`config.mk`:
```
export PLATFORM = sky130hd
export DESIGN_NAME = srl_share_ctrl
export DESIGN_NICKNAME = d
export VERILOG_FILES = /design/src/rtl/srl_share_ctrl.sv
export SDC_FILE = /design/constraint.sdc
export NUM_CORES = 1
export LEC_CHECK = 0
export ABC_AREA = 1
export CAP_MARGIN = 20
export CORE_MARGIN = 4
export CORE_UTILIZATION = 35
export DETAILED_ROUTE_END_ITERATION = 10
export PLACE_DENSITY = 0.72
export SYNTH_ARGS = -nofsm -noshare
export SYNTH_HDL_FRONTEND = slang
export SYNTH_SLANG_ARGS = --single-unit
```
`constraint.sdc`:
```
create_clock -name clk -period 1.45 [get_ports clk]
set_input_delay 0.2175 -clock clk [delete_from_list [all_inputs] [get_ports clk]]
set_output_delay 0.2175 -clock clk [all_outputs]
set_load 0.03 [all_outputs]
```
`src/rtl/srl_share_ctrl.sv`:
```
// srl_share_ctrl: shares one external 32-bit logical-right shifter between two
// requesters. Round-robin grant, operand and result registers, one op in flight.
module srl_share_ctrl #(
    parameter int unsigned SH_LAT = 1  // operand register to result capture, 1..15
) (
    input  logic        clk,
    input  logic        rst_n,

    input  logic        req0_valid_i,
    output logic        req0_ready_o,
    input  logic [31:0] req0_a_i,
    input  logic [4:0]  req0_shamt_i,

    input  logic        req1_valid_i,
    output logic        req1_ready_o,
    input  logic [31:0] req1_a_i,
    input  logic [4:0]  req1_shamt_i,

    output logic [31:0] sh_a_o,
    output logic [4:0]  sh_b_o,
    input  logic [31:0] sh_res_i,

    output logic        rsp_valid_o,
    input  logic        rsp_ready_i,
    output logic [31:0] rsp_data_o,
    output logic        rsp_src_o,
    output logic        busy_o
);

    localparam logic [1:0] StIdle = 2'd0;
    localparam logic [1:0] StBusy = 2'd1;
    localparam logic [1:0] StDone = 2'd2;

    // Countdown start so that capture lands SH_LAT edges after acceptance.
    localparam logic [3:0] CntInit = 4'(SH_LAT - 1);

    logic [1:0]  state_q, state_d;
    logic        prio_q, prio_d;
    logic [3:0]  cnt_q, cnt_d;
    logic [31:0] sh_a_q, sh_a_d;
    logic [4:0]  sh_b_q, sh_b_d;
    logic [31:0] rsp_data_q, rsp_data_d;
    logic        rsp_src_q, rsp_src_d;
    logic        rsp_valid_q, rsp_valid_d;

    logic        grant;
    logic        idle;
    logic        accept;

    assign idle = (state_q == StIdle);

    // Grant: a lone requester wins outright, a tie goes to the priority holder.
    always_comb begin
        grant = 1'b0;
        if (req0_valid_i && req1_valid_i) begin
            grant = prio_q;
        end else if (req1_valid_i) begin
            grant = 1'b1;
        end
    end

    // rst_n gating keeps both readies low while reset is held, even though the
    // state register already reads IDLE.
    assign req0_ready_o = rst_n & idle & ~grant & req0_valid_i;
    assign req1_ready_o = rst_n & idle &  grant & req1_valid_i;
    assign accept       = req0_ready_o | req1_ready_o;

    // Next-state: IDLE accepts, BUSY counts down and captures, DONE waits for consumer.
    always_comb begin
        state_d     = state_q;
        prio_d      = prio_q;
        cnt_d       = cnt_q;
        sh_a_d      = sh_a_q;
        sh_b_d      = sh_b_q;
        rsp_data_d  = rsp_data_q;
        rsp_src_d   = rsp_src_q;
        rsp_valid_d = rsp_valid_q;

        case (state_q)
            StIdle: begin
                if (accept) begin
                    sh_a_d    = grant ? req1_a_i : req0_a_i;
                    sh_b_d    = grant ? req1_shamt_i : req0_shamt_i;
                    rsp_src_d = grant;
                    prio_d    = ~grant;
                    cnt_d     = CntInit;
                    state_d   = StBusy;
                end
            end
            StBusy: begin
                if (cnt_q == 4'd0) begin
                    rsp_data_d  = sh_res_i;
                    rsp_valid_d = 1'b1;
                    state_d     = StDone;
                end else begin
                    cnt_d = cnt_q - 4'd1;
                end
            end
            StDone: begin
                // No bypass: a new request is only considered back in IDLE.
                if (rsp_ready_i) begin
                    rsp_valid_d = 1'b0;
                    state_d     = StIdle;
                end
            end
            default: begin
                state_d     = StIdle;
                rsp_valid_d = 1'b0;
            end
        endcase
    end

    // State and datapath registers; reset aborts any op in flight.
    always_ff @(posedge clk or negedge rst_n) begin
        if (!rst_n) begin
            state_q     <= StIdle;
            prio_q      <= 1'b0;
            cnt_q       <= 4'd0;
            sh_a_q      <= 32'd0;
            sh_b_q      <= 5'd0;
            rsp_data_q  <= 32'd0;
            rsp_src_q   <= 1'b0;
            rsp_valid_q <= 1'b0;
        end else begin
            state_q     <= state_d;
            prio_q      <= prio_d;
            cnt_q       <= cnt_d;
            sh_a_q      <= sh_a_d;
            sh_b_q      <= sh_b_d;
            rsp_data_q  <= rsp_data_d;
            rsp_src_q   <= rsp_src_d;
            rsp_valid_q <= rsp_valid_d;
        end
    end

    assign sh_a_o      = sh_a_q;
    assign sh_b_o      = sh_b_q;
    assign rsp_valid_o = rsp_valid_q;
    assign rsp_data_o  = rsp_data_q;
    assign rsp_src_o   = rsp_src_q;
    assign busy_o      = ~idle;

endmodule

```
Word-level counts from Yosys, hierarchy flattened
Cells that the tools add are included.

storage, ports and cells
  bits in registers = 78
  word-level logic and storage cells = 46
  output and inout bits = 74

operators by class
  equal/unequal tests = 6
  reductions and logical operators = 9
  add/subtract/negate cells = 1
  multiplexer cells = 14
  bitwise gates (word level) = 8

operators with widths
  operator               number
  $mux W32               1
  $reduce_and A3 Y1      3
  $mux W4                2
  $pmux W4 S2            1
  $mux W2                3
  $ne A2 B2 Y1 const B   3
  $pmux W2 S3            1
  $and A1 B1 Y1          5
  $mux W5                1
  $logic_not A4 Y1       1
  $mux W1                4
  $reduce_and A2 Y1      2
  $sub A4 B1 Y4 const B  1
  $pmux W1 S3            1
  $eq A2 B1 Y1 const B   1
  $eq A2 B2 Y1 const B   1
  $logic_not A2 Y1       1
  $ne A2 B1 Y1 const B   1
  $not A1 Y1             2
  $reduce_bool A2 Y1     1
  $logic_and A1 B1 Y1    1
  $or A1 B1 Y1           1

Longest topological paths before layout
  depth in word-level cells = 8
  mapped depth = 9
  mapped depth without buffers = 7

Least setup slack after synthesis
No wires, ideal clock.

  path kind = register to register
  start = register state_q[1]
  end = register prio_q
  buffers on the path = 1
  cell stages (with the launch flop) = 8
  data required time = 1.332 ns
  arrival = 1.220 ns
  path slack = 0.112 ns
  cell sequence = dfrtp_1 > inv_2 > nand2_2 > nor2_2 > nand2_4 > buf_4 > a21oi_1 > inv_1

between the ends
  word-level cells in the longest chain between the ends = 6

ends and longest elaborated chain
  item                                            RTL line  RTL
  from (decl)                                     37        logic [1:0] state_q, state_d;
  from (signal assigned)                          116       state_q <= StIdle;
  from (signal assigned)                          125       state_q <= state_d;
  $logic_not A2 Y1 (*)                            50, 79
  $and A1 B1 Y1                                   64, 65
  $and A1 B1 Y1 (on tied branches) (2 in series)  64, 65
  $or A1 B1 Y1                                    66        assign accept = req0_ready_o | req1_ready_o;
  $reduce_and A2 Y1 (no line) (*)                 --
  to (signal assigned)                            126       prio_q <= prio_d;
  to (decl)                                       38        logic prio_q, prio_d;

Mark *: on every way between the ends. The rest lies on a longest branch, timed or not.
A chain may end at the register's enable or synchronous reset.

Worst setup path in the final report
  start = register state_q[0]
  end = output port req0_ready_o

between the ends
  word-level cells in the longest chain between the ends = 4

ends and longest elaborated chain
  item                         RTL line  RTL
  $logic_not A2 Y1             50        assign idle = (state_q == StIdle);
  $and A1 B1 Y1 (3 in series)  64        assign req0_ready_o = rst_n & idle & ~grant & req0_valid_i;
  to (decl)                    10        output logic req0_ready_o,

No other way between the ends.

==> out/metrics.yaml <==
synth:
  yosys.area.top_type_share_pct: 53.3
  synthAdderAreaFrac_pct: 0.683
  yosys.area_share.simple_pct: 31.9
  ys_types: 24
  synth.most_common_cell: "nand2_1"
  synth_commonest_cells: "nand2_1 (207), dfrtp_1 (78), nand3_1 (52)"
  syn_area_um2: 3660
  syn_inst: 457
  synthFlopType: "dfrtp_1"
  synth_enable_flop_cells: 0
  synth_top_family_by_area: "simple AND/OR/NAND/NOR gates"
  syn_nets: 570
  synth_compound_area_share_pct: 4.95
  synth_warnings: 0
  ys_seq_area_share_pct: 53.3
  syn_area_per_cell_um2: 8.02
  synthXorXnorAreaFrac_pct: 0.239
  synth_mux_area_share_pct: 0
  async_flop_share_pct: 100
  ys_seq_elements: 78
  synth_area_leaders: "dfrtp_1 (53%), nand2_1 (21%), nand3_1 (7.1%)"
  synth_area_leader_cell: "dfrtp_1"
cts:
  cts-htree-levels: 3
  cts.sinks: 78
  clkSlewWorstSetupHoldPaths_ps: 80
  worstSkewPairLatency_ps: 330
  cts_tree: "yes"
  cts_buffers: 9
  root_buffer: "clkbuf_8"
  clockBufferDepth: 2
critical_path:
  crit_path_frequent_cell: "buf_6"
  r2r_slack_ps: -50
  cp_slowest_cell: "dfrtp_1"
  cp_top_family: "flip-flops"
  critPathArrivalTime_ps: 1310
  cp.depth: 5
  critical_path_class: "reg2out"
  critPathMaxStageDelay_ps: 370
  start_kind: "flop"
  worst_setup_path_end_kind: "output pin"
  crit_chain: "inv_2 > buf_6 > nand4_4 > nor2_4 > buf_6"
  r2r_cells: 9
  cp_max_fo: 3
  path_buf_inv: 3
  required_ps: 1230
layout:
  n_fill_cell: 877
  layout-drive-gt1-share_pct: 16.0
  n_antenna_cell: 0
  final_nets: 778
  area_growth_pct: 72.1
timing:
  slew_viol_final: 0
  worst_pin_slew_ps: 790
  fin_ws_ps: -81.0
  finClkSkew_ps: 9.39
  finalHoldViolCount: 0
  max_freq_mhz: 653
  relSlewSlack_pct: 47.3
  tns_ps: -436
  rsz0062_at_grt: "true"
  period_minus_slack_ps: 1530
  setup_violations: 23
  finalCritPeriodShare_pct: 106
die:
  die_h_um: 110
  rows: 37
  boundaryPins: 185
  start_util_pct: 35.7
  die_x_um: 110
  core_um2: 10300
  die_area_um2: 12200
drt:
  drc: 0
  finalWirelength_um: 12100
  num_vias: 3736
  drt_pass1_iterations: 4
  routed_via_density: 4.64
  antenna_left: 0
  routedWlPerCell_um: 15.0
  drt_iter0_markers: 179
power:
  leakagePower_nw: 3.31
  power.total_mw: 12.8
  p_per_area_nw_per_um2: 2030
  peakVddDrop_mv: 1.04
global_route:
  grt_start_max_net_pins: 67
  grt_use_total_pct: 17.3
  antenna_found_initial: 0
  grt_pass1_vias: 3447
  grt.overflow.total: 0
  grt_first_pass_wirelength_um: 16700
place:
  hpwl_um: 7820
  io_buffers: 184
  place_congestion: 0.782
outcome:
  status: "finished with violations"
  violations: "setup timing"
hold_path:
  hp-class: "in2async"
run:
  cap_violations: 0
final timing paths:
path / start / end
hold reg to reg: rsp_data_o[6] / rsp_data_o[6]
setup / recovery: state_q[0] / req0_ready_o
min in group clk: rst_n / prio_q
max in group asynchronous: rst_n / prio_q
setup reg to reg: state_q[0] / rsp_data_o[20]
hold / removal: rst_n / rsp_data_o[31]
state kept, by name, summed over array words and instances (netlist names):
signal / flops
sh_b_o: 5
cnt_q: 4
rsp_src_o: 1
rsp_data_o: 32
rsp_valid_o: 1
prio_q: 1
sh_a_o: 32
state_q: 2
report_power, final:
| group | internal, mW | switching, mW | total [mW] |
|---|---|---|---|
| clock | 0.960 | 0.753 | 1.71 |
| sequential | 3.19 | 0.639 | 3.82 |
| combinational | 2.82 | 4.45 | 7.27 |
| total | 6.97 | 5.84 | 12.8 |
per-stage QoR:
step	std cells	hold WS, ps	setup slack, ps	utilization [%]	cell area [um^2]
finish	805	140	-81.0	61.4	6310
global route	805	203	-136	61.4	6310
CTS	791	152	-123	57.0	5860
detailed placement	769	254	-297	55.2	5680
global placement	769	247	-219	55.2	5680
floorplan	457	-78.1	112	-	3660
layout by cell type (no fill, tap or decap), types with 2 or more instances in the layout:
cell and n:
nor2_4 4, nand4_1 4, dlygate4sd2_1 72, nand2_1 186, inv_2 3, clkbuf_8 9
o21ai_1 14, o21ai_2 17, clkbuf_1 2, nand2_2 13, buf_8 2, inv_1 38
nor2_1 3, nand3_1 51, dfrtp_1 78, buf_4 15, nand2_4 11, nand3_4 2
buf_12 5, bufinv_16 2, buf_6 12, clkdlybuf4s50_1 108, clkbuf_16 4
final cells by class:
class	instances	area (um^2)	area share [%]
repair buffers	219	2200	34.9
multi-input cells	315	1620	25.7
well taps	136	170	2.70
clock inverters	4	72.6	1.15
inverters	42	160	2.54
flip-flops and latches	78	1950	30.9
clock buffers	11	131	2.08
kinds of logic (layout without fill, tap and decap cells):
family,after synthesis,count (layout)
and+or+nand+nor,277,278
DFF,78,78
buffers and inverters,65,276
xor gates and xnor gates,1,1
AOI/OAI and AO/OA,34,34
adders and majority gates,2,2
what timing repair did:
item / 4_1_cts / 5_1_grt
hold buffers: 1 / 0
pin swaps: 3 / 3
cloned: 0 / 9
endpoints found under the hold margin: 15 / 0
resized for setup: 77 / 87
setup buffers: 6 / 5
endpoints found under the setup margin: 99 / 68
per-layer routing:
metal	track usage (%)	vias to the layer above	wire [um]
li1	-	1841	-
met2	29.5	149	6290
met3	4.19	22	937
met1	22.3	1724	4670
met5	0	-	0
met4	3.52	0	154
No activity file was read; power rests on OpenSTA's default activity.
